===== src/rtl/frac_lut_pkg.sv =====
// -----------------------------------------------------------------------------
// frac_lut_pkg
// Shared definitions for the fracturable LUT cell:
//   - load FSM state encoding
//   - offsets of the mode bits that follow the truth table in the config image
//   - cfg_beats(): number of config beats needed for a given table width
// -----------------------------------------------------------------------------
package frac_lut_pkg;

  typedef enum logic [0:0] {
    ST_IDLE = 1'b0,
    ST_LOAD = 1'b1
  } state_e;

  // Mode bits sit directly above the truth table: image[WIDTH + *_OFS].
  localparam int FRAC_OFS  = 0;
  localparam int REGA_OFS  = 1;
  localparam int REGB_OFS  = 2;
  localparam int MODE_BITS = 3;

  // Beats needed to carry the full image (truth table + mode bits).
  function automatic int cfg_beats(input int width, input int cfg_width);
    return (width + MODE_BITS + cfg_width - 1) / cfg_width;
  endfunction

endpackage


===== src/rtl/frac_lut_mux.sv =====
// -----------------------------------------------------------------------------
// lut_mux
// Pure combinational truth-table select: o_z = i_table[i_sel].
// With PREDECODE=1 (and at least 3 select bits) the two MSB selects are
// resolved by a final 4:1 stage over four quarter-table selects; otherwise a
// flat 2^INPUTS:1 mux is used. Both forms are functionally identical.
// Ports:
//   i_table  in  2^INPUTS  truth table
//   i_sel    in  INPUTS    select
//   o_z      out 1         selected bit
// -----------------------------------------------------------------------------
module lut_mux #(
  parameter int INPUTS    = 3,
  parameter int PREDECODE = 1
) (
  input  logic [(1<<INPUTS)-1:0] i_table,
  input  logic [INPUTS-1:0]      i_sel,
  output logic                   o_z
);

  if ((PREDECODE != 0) && (INPUTS >= 3)) begin : g_predec
    localparam int QUART = 1 << (INPUTS - 2);
    logic [3:0] w_quad;

    for (genvar g = 0; g < 4; g++) begin : g_quad
      logic [QUART-1:0] w_grp;
      assign w_grp     = i_table[g*QUART +: QUART];
      assign w_quad[g] = w_grp[i_sel[INPUTS-3:0]];
    end

    // Final 4:1 stage on the two MSB selects.
    always_comb begin
      case (i_sel[INPUTS-1:INPUTS-2])
        2'b00:   o_z = w_quad[0];
        2'b01:   o_z = w_quad[1];
        2'b10:   o_z = w_quad[2];
        2'b11:   o_z = w_quad[3];
        default: o_z = 1'b0;
      endcase
    end
  end else begin : g_flat
    assign o_z = i_table[i_sel];
  end

endmodule


===== src/rtl/frac_lut.sv =====
// -----------------------------------------------------------------------------
// frac_lut
// Fracturable K-input LUT with a streaming, double-buffered configuration port.
// Config image (WIDTH+3 bits): [WIDTH-1:0] truth table, [WIDTH] FRAC,
// [WIDTH+1] REG_A, [WIDTH+2] REG_B. Beats fill a shadow register; the active
// register (which the LUT always evaluates) is replaced only on commit.
// Ports:
//   clk, rst_n         clock, async active-low reset
//   cfg_valid/ready    config beat handshake (ready always high)
//   cfg_data           config beat, CFG_WIDTH bits
//   cfg_abort          drop an in-progress load (ignored when idle)
//   cfg_done           one-cycle pulse after commit
//   configured         active config valid
//   ce                 clock enable for output registers
//   s                  LUT select
//   za, zb             outputs A and B (combinational or registered per mode)
// -----------------------------------------------------------------------------
module frac_lut
  import frac_lut_pkg::*;
#(
  parameter int INPUTS    = 4,
  parameter int WIDTH     = 1 << INPUTS,
  parameter int CFG_WIDTH = 1,
  parameter int PREDECODE = 1
) (
  input  logic                 clk,
  input  logic                 rst_n,
  input  logic                 cfg_valid,
  output logic                 cfg_ready,
  input  logic [CFG_WIDTH-1:0] cfg_data,
  input  logic                 cfg_abort,
  output logic                 cfg_done,
  output logic                 configured,
  input  logic                 ce,
  input  logic [INPUTS-1:0]    s,
  output logic                 za,
  output logic                 zb
);

  localparam int CFG_BITS = WIDTH + MODE_BITS;
  localparam int BEATS    = cfg_beats(WIDTH, CFG_WIDTH);
  localparam int CNT_W    = (BEATS > 1) ? $clog2(BEATS) : 1;
  localparam int HALF     = WIDTH / 2;
  localparam logic [CNT_W-1:0] LAST_BEAT = CNT_W'(BEATS - 1);

  state_e               r_state;
  state_e               w_state_nxt;
  logic [CNT_W-1:0]     r_beat_cnt;
  logic [CNT_W-1:0]     w_cnt_nxt;
  logic                 w_commit;
  logic                 w_beat_fire;
  logic [CFG_BITS-1:0]  r_shadow;
  logic [CFG_BITS-1:0]  w_shadow_nxt;
  logic [CFG_BITS-1:0]  r_active;
  logic                 r_configured;
  logic                 r_cfg_done;
  logic                 r_qa;
  logic                 r_qb;
  logic                 w_lo_z;
  logic                 w_hi_z;
  logic                 w_full_z;
  logic                 w_frac;
  logic                 w_reg_a;
  logic                 w_reg_b;
  logic                 w_fa;
  logic                 w_fb;

  assign cfg_ready = 1'b1;

  // Load FSM: beat acceptance, beat counting, abort and commit decision.
  always_comb begin
    w_state_nxt = r_state;
    w_cnt_nxt   = r_beat_cnt;
    w_commit    = 1'b0;
    w_beat_fire = 1'b0;
    case (r_state)
      ST_IDLE: begin
        if (cfg_valid) begin
          w_beat_fire = 1'b1;
          if (BEATS == 1) begin
            w_commit  = 1'b1;
            w_cnt_nxt = {CNT_W{1'b0}};
          end else begin
            w_state_nxt = ST_LOAD;
            w_cnt_nxt   = CNT_W'(1);
          end
        end else begin
          w_state_nxt = ST_IDLE;
        end
      end
      ST_LOAD: begin
        // Abort wins over a beat presented in the same cycle.
        if (cfg_abort) begin
          w_state_nxt = ST_IDLE;
          w_cnt_nxt   = {CNT_W{1'b0}};
        end else if (cfg_valid) begin
          w_beat_fire = 1'b1;
          if (r_beat_cnt == LAST_BEAT) begin
            w_commit    = 1'b1;
            w_state_nxt = ST_IDLE;
            w_cnt_nxt   = {CNT_W{1'b0}};
          end else begin
            w_cnt_nxt = r_beat_cnt + CNT_W'(1);
          end
        end else begin
          w_state_nxt = ST_LOAD;
        end
      end
      default: begin
        w_state_nxt = ST_IDLE;
        w_cnt_nxt   = {CNT_W{1'b0}};
      end
    endcase
  end

  // Shadow next value: image bit p comes from beat p/CFG_WIDTH, lane
  // p%CFG_WIDTH. Beat lanes beyond the image are never stored.
  for (genvar p = 0; p < CFG_BITS; p++) begin : g_shadow_bit
    localparam int BEAT_IDX = p / CFG_WIDTH;
    localparam int LANE     = p % CFG_WIDTH;
    assign w_shadow_nxt[p] = (w_beat_fire && (r_beat_cnt == CNT_W'(BEAT_IDX)))
                             ? cfg_data[LANE] : r_shadow[p];
  end

  // Config state: FSM, counter, shadow/active images, configured and done flags.
  always_ff @(posedge clk or negedge rst_n) begin
    if (!rst_n) begin
      r_state      <= ST_IDLE;
      r_beat_cnt   <= {CNT_W{1'b0}};
      r_shadow     <= {CFG_BITS{1'b0}};
      r_active     <= {CFG_BITS{1'b0}};
      r_configured <= 1'b0;
      r_cfg_done   <= 1'b0;
    end else begin
      r_state    <= w_state_nxt;
      r_beat_cnt <= w_cnt_nxt;
      r_shadow   <= w_shadow_nxt;
      r_cfg_done <= w_commit;
      if (w_commit) begin
        // Take the final beat directly so commit needs no extra cycle.
        r_active     <= w_shadow_nxt;
        r_configured <= 1'b1;
      end else begin
        r_active     <= r_active;
        r_configured <= r_configured;
      end
    end
  end

  assign w_frac  = r_active[WIDTH + FRAC_OFS];
  assign w_reg_a = r_active[WIDTH + REGA_OFS];
  assign w_reg_b = r_active[WIDTH + REGB_OFS];

  lut_mux #(
    .INPUTS    (INPUTS - 1),
    .PREDECODE (PREDECODE)
  ) u_mux_lo (
    .i_table (r_active[HALF-1:0]),
    .i_sel   (s[INPUTS-2:0]),
    .o_z     (w_lo_z)
  );

  lut_mux #(
    .INPUTS    (INPUTS - 1),
    .PREDECODE (PREDECODE)
  ) u_mux_hi (
    .i_table (r_active[WIDTH-1:HALF]),
    .i_sel   (s[INPUTS-2:0]),
    .o_z     (w_hi_z)
  );

  // Full K-input result is the 2:1 of the two halves on the top select.
  assign w_full_z = s[INPUTS-1] ? w_hi_z : w_lo_z;

  // Output functions; forced low until a configuration has been committed.
  always_comb begin
    w_fa = 1'b0;
    w_fb = 1'b0;
    if (!r_configured) begin
      w_fa = 1'b0;
      w_fb = 1'b0;
    end else if (w_frac) begin
      w_fa = w_lo_z;
      w_fb = w_hi_z;
    end else begin
      w_fa = w_full_z;
      w_fb = 1'b0;
    end
  end

  // Optional output registers, loaded only when ce is high.
  always_ff @(posedge clk or negedge rst_n) begin
    if (!rst_n) begin
      r_qa <= 1'b0;
      r_qb <= 1'b0;
    end else if (ce) begin
      r_qa <= w_fa;
      r_qb <= w_fb;
    end else begin
      r_qa <= r_qa;
      r_qb <= r_qb;
    end
  end

  assign za         = w_reg_a ? r_qa : w_fa;
  assign zb         = w_reg_b ? r_qb : w_fb;
  assign cfg_done   = r_cfg_done;
  assign configured = r_configured;

endmodule

===== config.mk =====
export PLATFORM = sky130hd
export DESIGN_NAME = frac_lut
export DESIGN_NICKNAME = d
export VERILOG_FILES = /design/src/rtl/frac_lut_pkg.sv /design/src/rtl/frac_lut_mux.sv /design/src/rtl/frac_lut.sv
export SDC_FILE = /design/constraint.sdc
export NUM_CORES = 1
export LEC_CHECK = 0
export ABC_AREA = 0
export CAP_MARGIN = 25
export CORE_ASPECT_RATIO = 1.75
export CORE_MARGIN = 4
export CORE_UTILIZATION = 45
export DETAILED_ROUTE_END_ITERATION = 10
export PLACE_DENSITY = 0.67
export SLEW_MARGIN = 20
export SYNTH_ARGS = -nofsm -noshare
export SYNTH_HDL_FRONTEND = slang
export SYNTH_SLANG_ARGS = --single-unit

===== constraint.sdc =====
create_clock -name clk -period 2.6 [get_ports clk]
set_input_delay 0.52 -clock clk [delete_from_list [all_inputs] [get_ports clk]]
set_output_delay 0.52 -clock clk [all_outputs]
set_load 0.02 [all_outputs]

==> impl_metrics.toml <==
[synth]
syn-num-nets = 210
ys.flop_type = "dfrtp_1"
syn_inst = 195
ys_warn_count = 0
synth_edf_count = 0
synthTopCellsByCount = "dfrtp_1 (47), mux2_2 (22), mux2_4 (15)"
synth_area_per_cell_um2 = 12.4
synthDistinctLibCells = 36
synth.area.top_cells = "dfrtp_1 (49%), mux2_2 (10%), mux2_4 (9.3%)"
syn_area_um2 = 2410
synth_seq_cells = 47
synth_top_cell_area_share_pct = 48.7
synth_seq_area_share_pct = 48.7
synthMostInstantiatedCell = "dfrtp_1"
synthArstFlopShare_pct = 100
synth_top_area_cell = "dfrtp_1"

[floorplan]
rows = 35
die_height_um = 105
ios = 15
die_area_um2 = 6650
initial_core_util_pct = 45.9
fp.dieW_um = 63.4
fp.coreArea_um2 = 5260

[worst_setup_path]
crit_start = "s[2]"
critPathKind = "in -> out"
reg2regPathDepth = 6
r2r_slack_ns = 0.61
reg2reg_to = "r_active[16]"
startpoint_type = "primary input"
rr_startpoint = "r_beat_cnt[0]"
crit_path_end = "za"
end_kind = "output pin"
cp.required_ns = 2.08
crit_arrival_ns = 1.99
critPathMaxFanout = 5

[pwr]
ir_worst_vdd_mv = 0.352
power_density_nw_per_um2 = 539
leakagePower_uw = 0.00130

[finish]
final_core_util_pct = 51.2
instances_no_fill = 269
drive_gt1_share_pct = 34.6
nNetsFinal = 228
n_antenna_cell = 0
area_growth_pct = 11.5

[route]
firstDrtPassIters = 4
routedWlPerCell_um = 16.7
routed_via_density = 5.67
drt_iter0_drc = 38
vias = 1526
drt_drc_violations_left = 0
wl_um = 4490
ant_nets = 0

[sta]
fin_hold_ws_ns = 0.132
fmax_mhz = 398
fin_crit_ns = 2.51
setup_viol = 0
grt_setup_unrepaired = "no"
hold_viol = 0
fin_skew_ns = 0.00863
drv_slew = 0
period_share_pct = 96.7
fin_tns_setup_ns = 0
fin_ws_ns = 0.0851

[clocking]
cts_tree = "built"
clkLatencyLatePin_ns = 0.30
numCtsBuffers = 5
clock-sinks = 47
clockBufferDepth = 2
path_clk_slew_ns = 0.09
cts-root-buf = "clkbuf_8"
htreeDepth = 2

[global_route]
grt_pass1_wl_um = 7880
grt_max_degree = 31
antenna_found_initial = 0
overflow = 0
grt_use_total_pct = 15.1
grt_pass1_vias = 1634

[place]
hpwl_um = 3420
gp_congestion = 0.863
pre_cts_ws_ns = -0.542
portBuffers = 13
place_inst = 261

[status]
status = "finished clean"

[flow_run]
cap_violations = 0

[hold_path]
min-delay-path-class = "in -> async"
how the worst min path moves through the flow:
stage | slack [ns] | start | depth (start not counted) | to
6_report | 0.13 | rst_n | 1 | configured
5_1_grt | 0.15 | rst_n | 1 | r_shadow[10]
4_1_cts | 0.14 | rst_n | 1 | configured
3_5_place_dp | 0.46 | rst_n | 1 | r_active[18]
3_3_place_gp | 0.46 | rst_n | 1 | r_active[18]
2_1_floorplan | 0.22 | rst_n | 0 | cfg_done
cells in the final DEF, fill, tap and decap left out, drive strengths merged, types with 2 or more instances in the layout:
cell,instances
inv,9
a32oi,2
mux2,37
a2bb2oi,2
mux2i,6
a2111oi,2
dfrtp,47
a22oi,2
and3,3
clkdlybuf4s50,8
clkbuf,5
ha,5
nand4,5
and2b,6
buf,13
nor2,10
nand2,12
nand3,11
a21oi,4
o21ai,9
nor2b,3
state kept, by name, indices dropped and copies added (netlist names):
register and flops:
r_shadow 18, r_qb 1, cfg_done 1, configured 1, r_qa 1, r_active 19
r_beat_cnt 5, r_state 1
report_power, final:
group	switching (µW)	internal [µW]
Clock	258	195
Sequential	32.5	778
Combinational	96.3	91.5
metrics by stage:
stage	total power (µW)	cell area, µm²
global placement	1010	2590
global route	1520	2690
floorplan	949	2410
finish	1450	2690
detailed placement	1010	2590
CTS	1470	2680
cell type report:
cell class,instances,area [µm²]
Fill cell,474,2560
Sequential cell,47,1180
Multi-Input combinational cell,129,1120
Timing Repair Buffer,23,206
Clock buffer,5,68.8
Tap cell,55,68.8
Inverter,7,26.3
Clock inverter,3,22.5
cell families after synthesis:
kind of cell | after synthesis | share of synthesized area (%)
muxes | 44 | 23.0
buffers and inverters | 19 | 5.50
and+or+nand+nor | 54 | 12.7
other | 1 | 0.155
AOI/OAI and AO/OA | 25 | 7.31
DFF | 47 | 48.7
adders and majority gates | 5 | 2.59
worst max-delay path: stages:
cell	delay (ns)
clkdlybuf4s50_1	0.40
buf_4	0.16
mux2i_2	0.16
a2111oi_2	0.31
a32oi_1	0.15
o21ai_1	0.12
buf_4	0.17
metal layers:
metal / GRT usage (%) / wire [µm]
met5: 0 / 0
met4: 6.96 / 122
met3: 2.04 / 68
met2: 26.8 / 2520
met1: 17.6 / 1780
timing repair:
action                                  CTS  global route
pin swaps                                 1             1
hold buffers                              0             0
endpoints found under the setup margin    2             2
gates resized for setup                  13             5
setup buffers                             0             0
(Power assumes the default switching activity.)
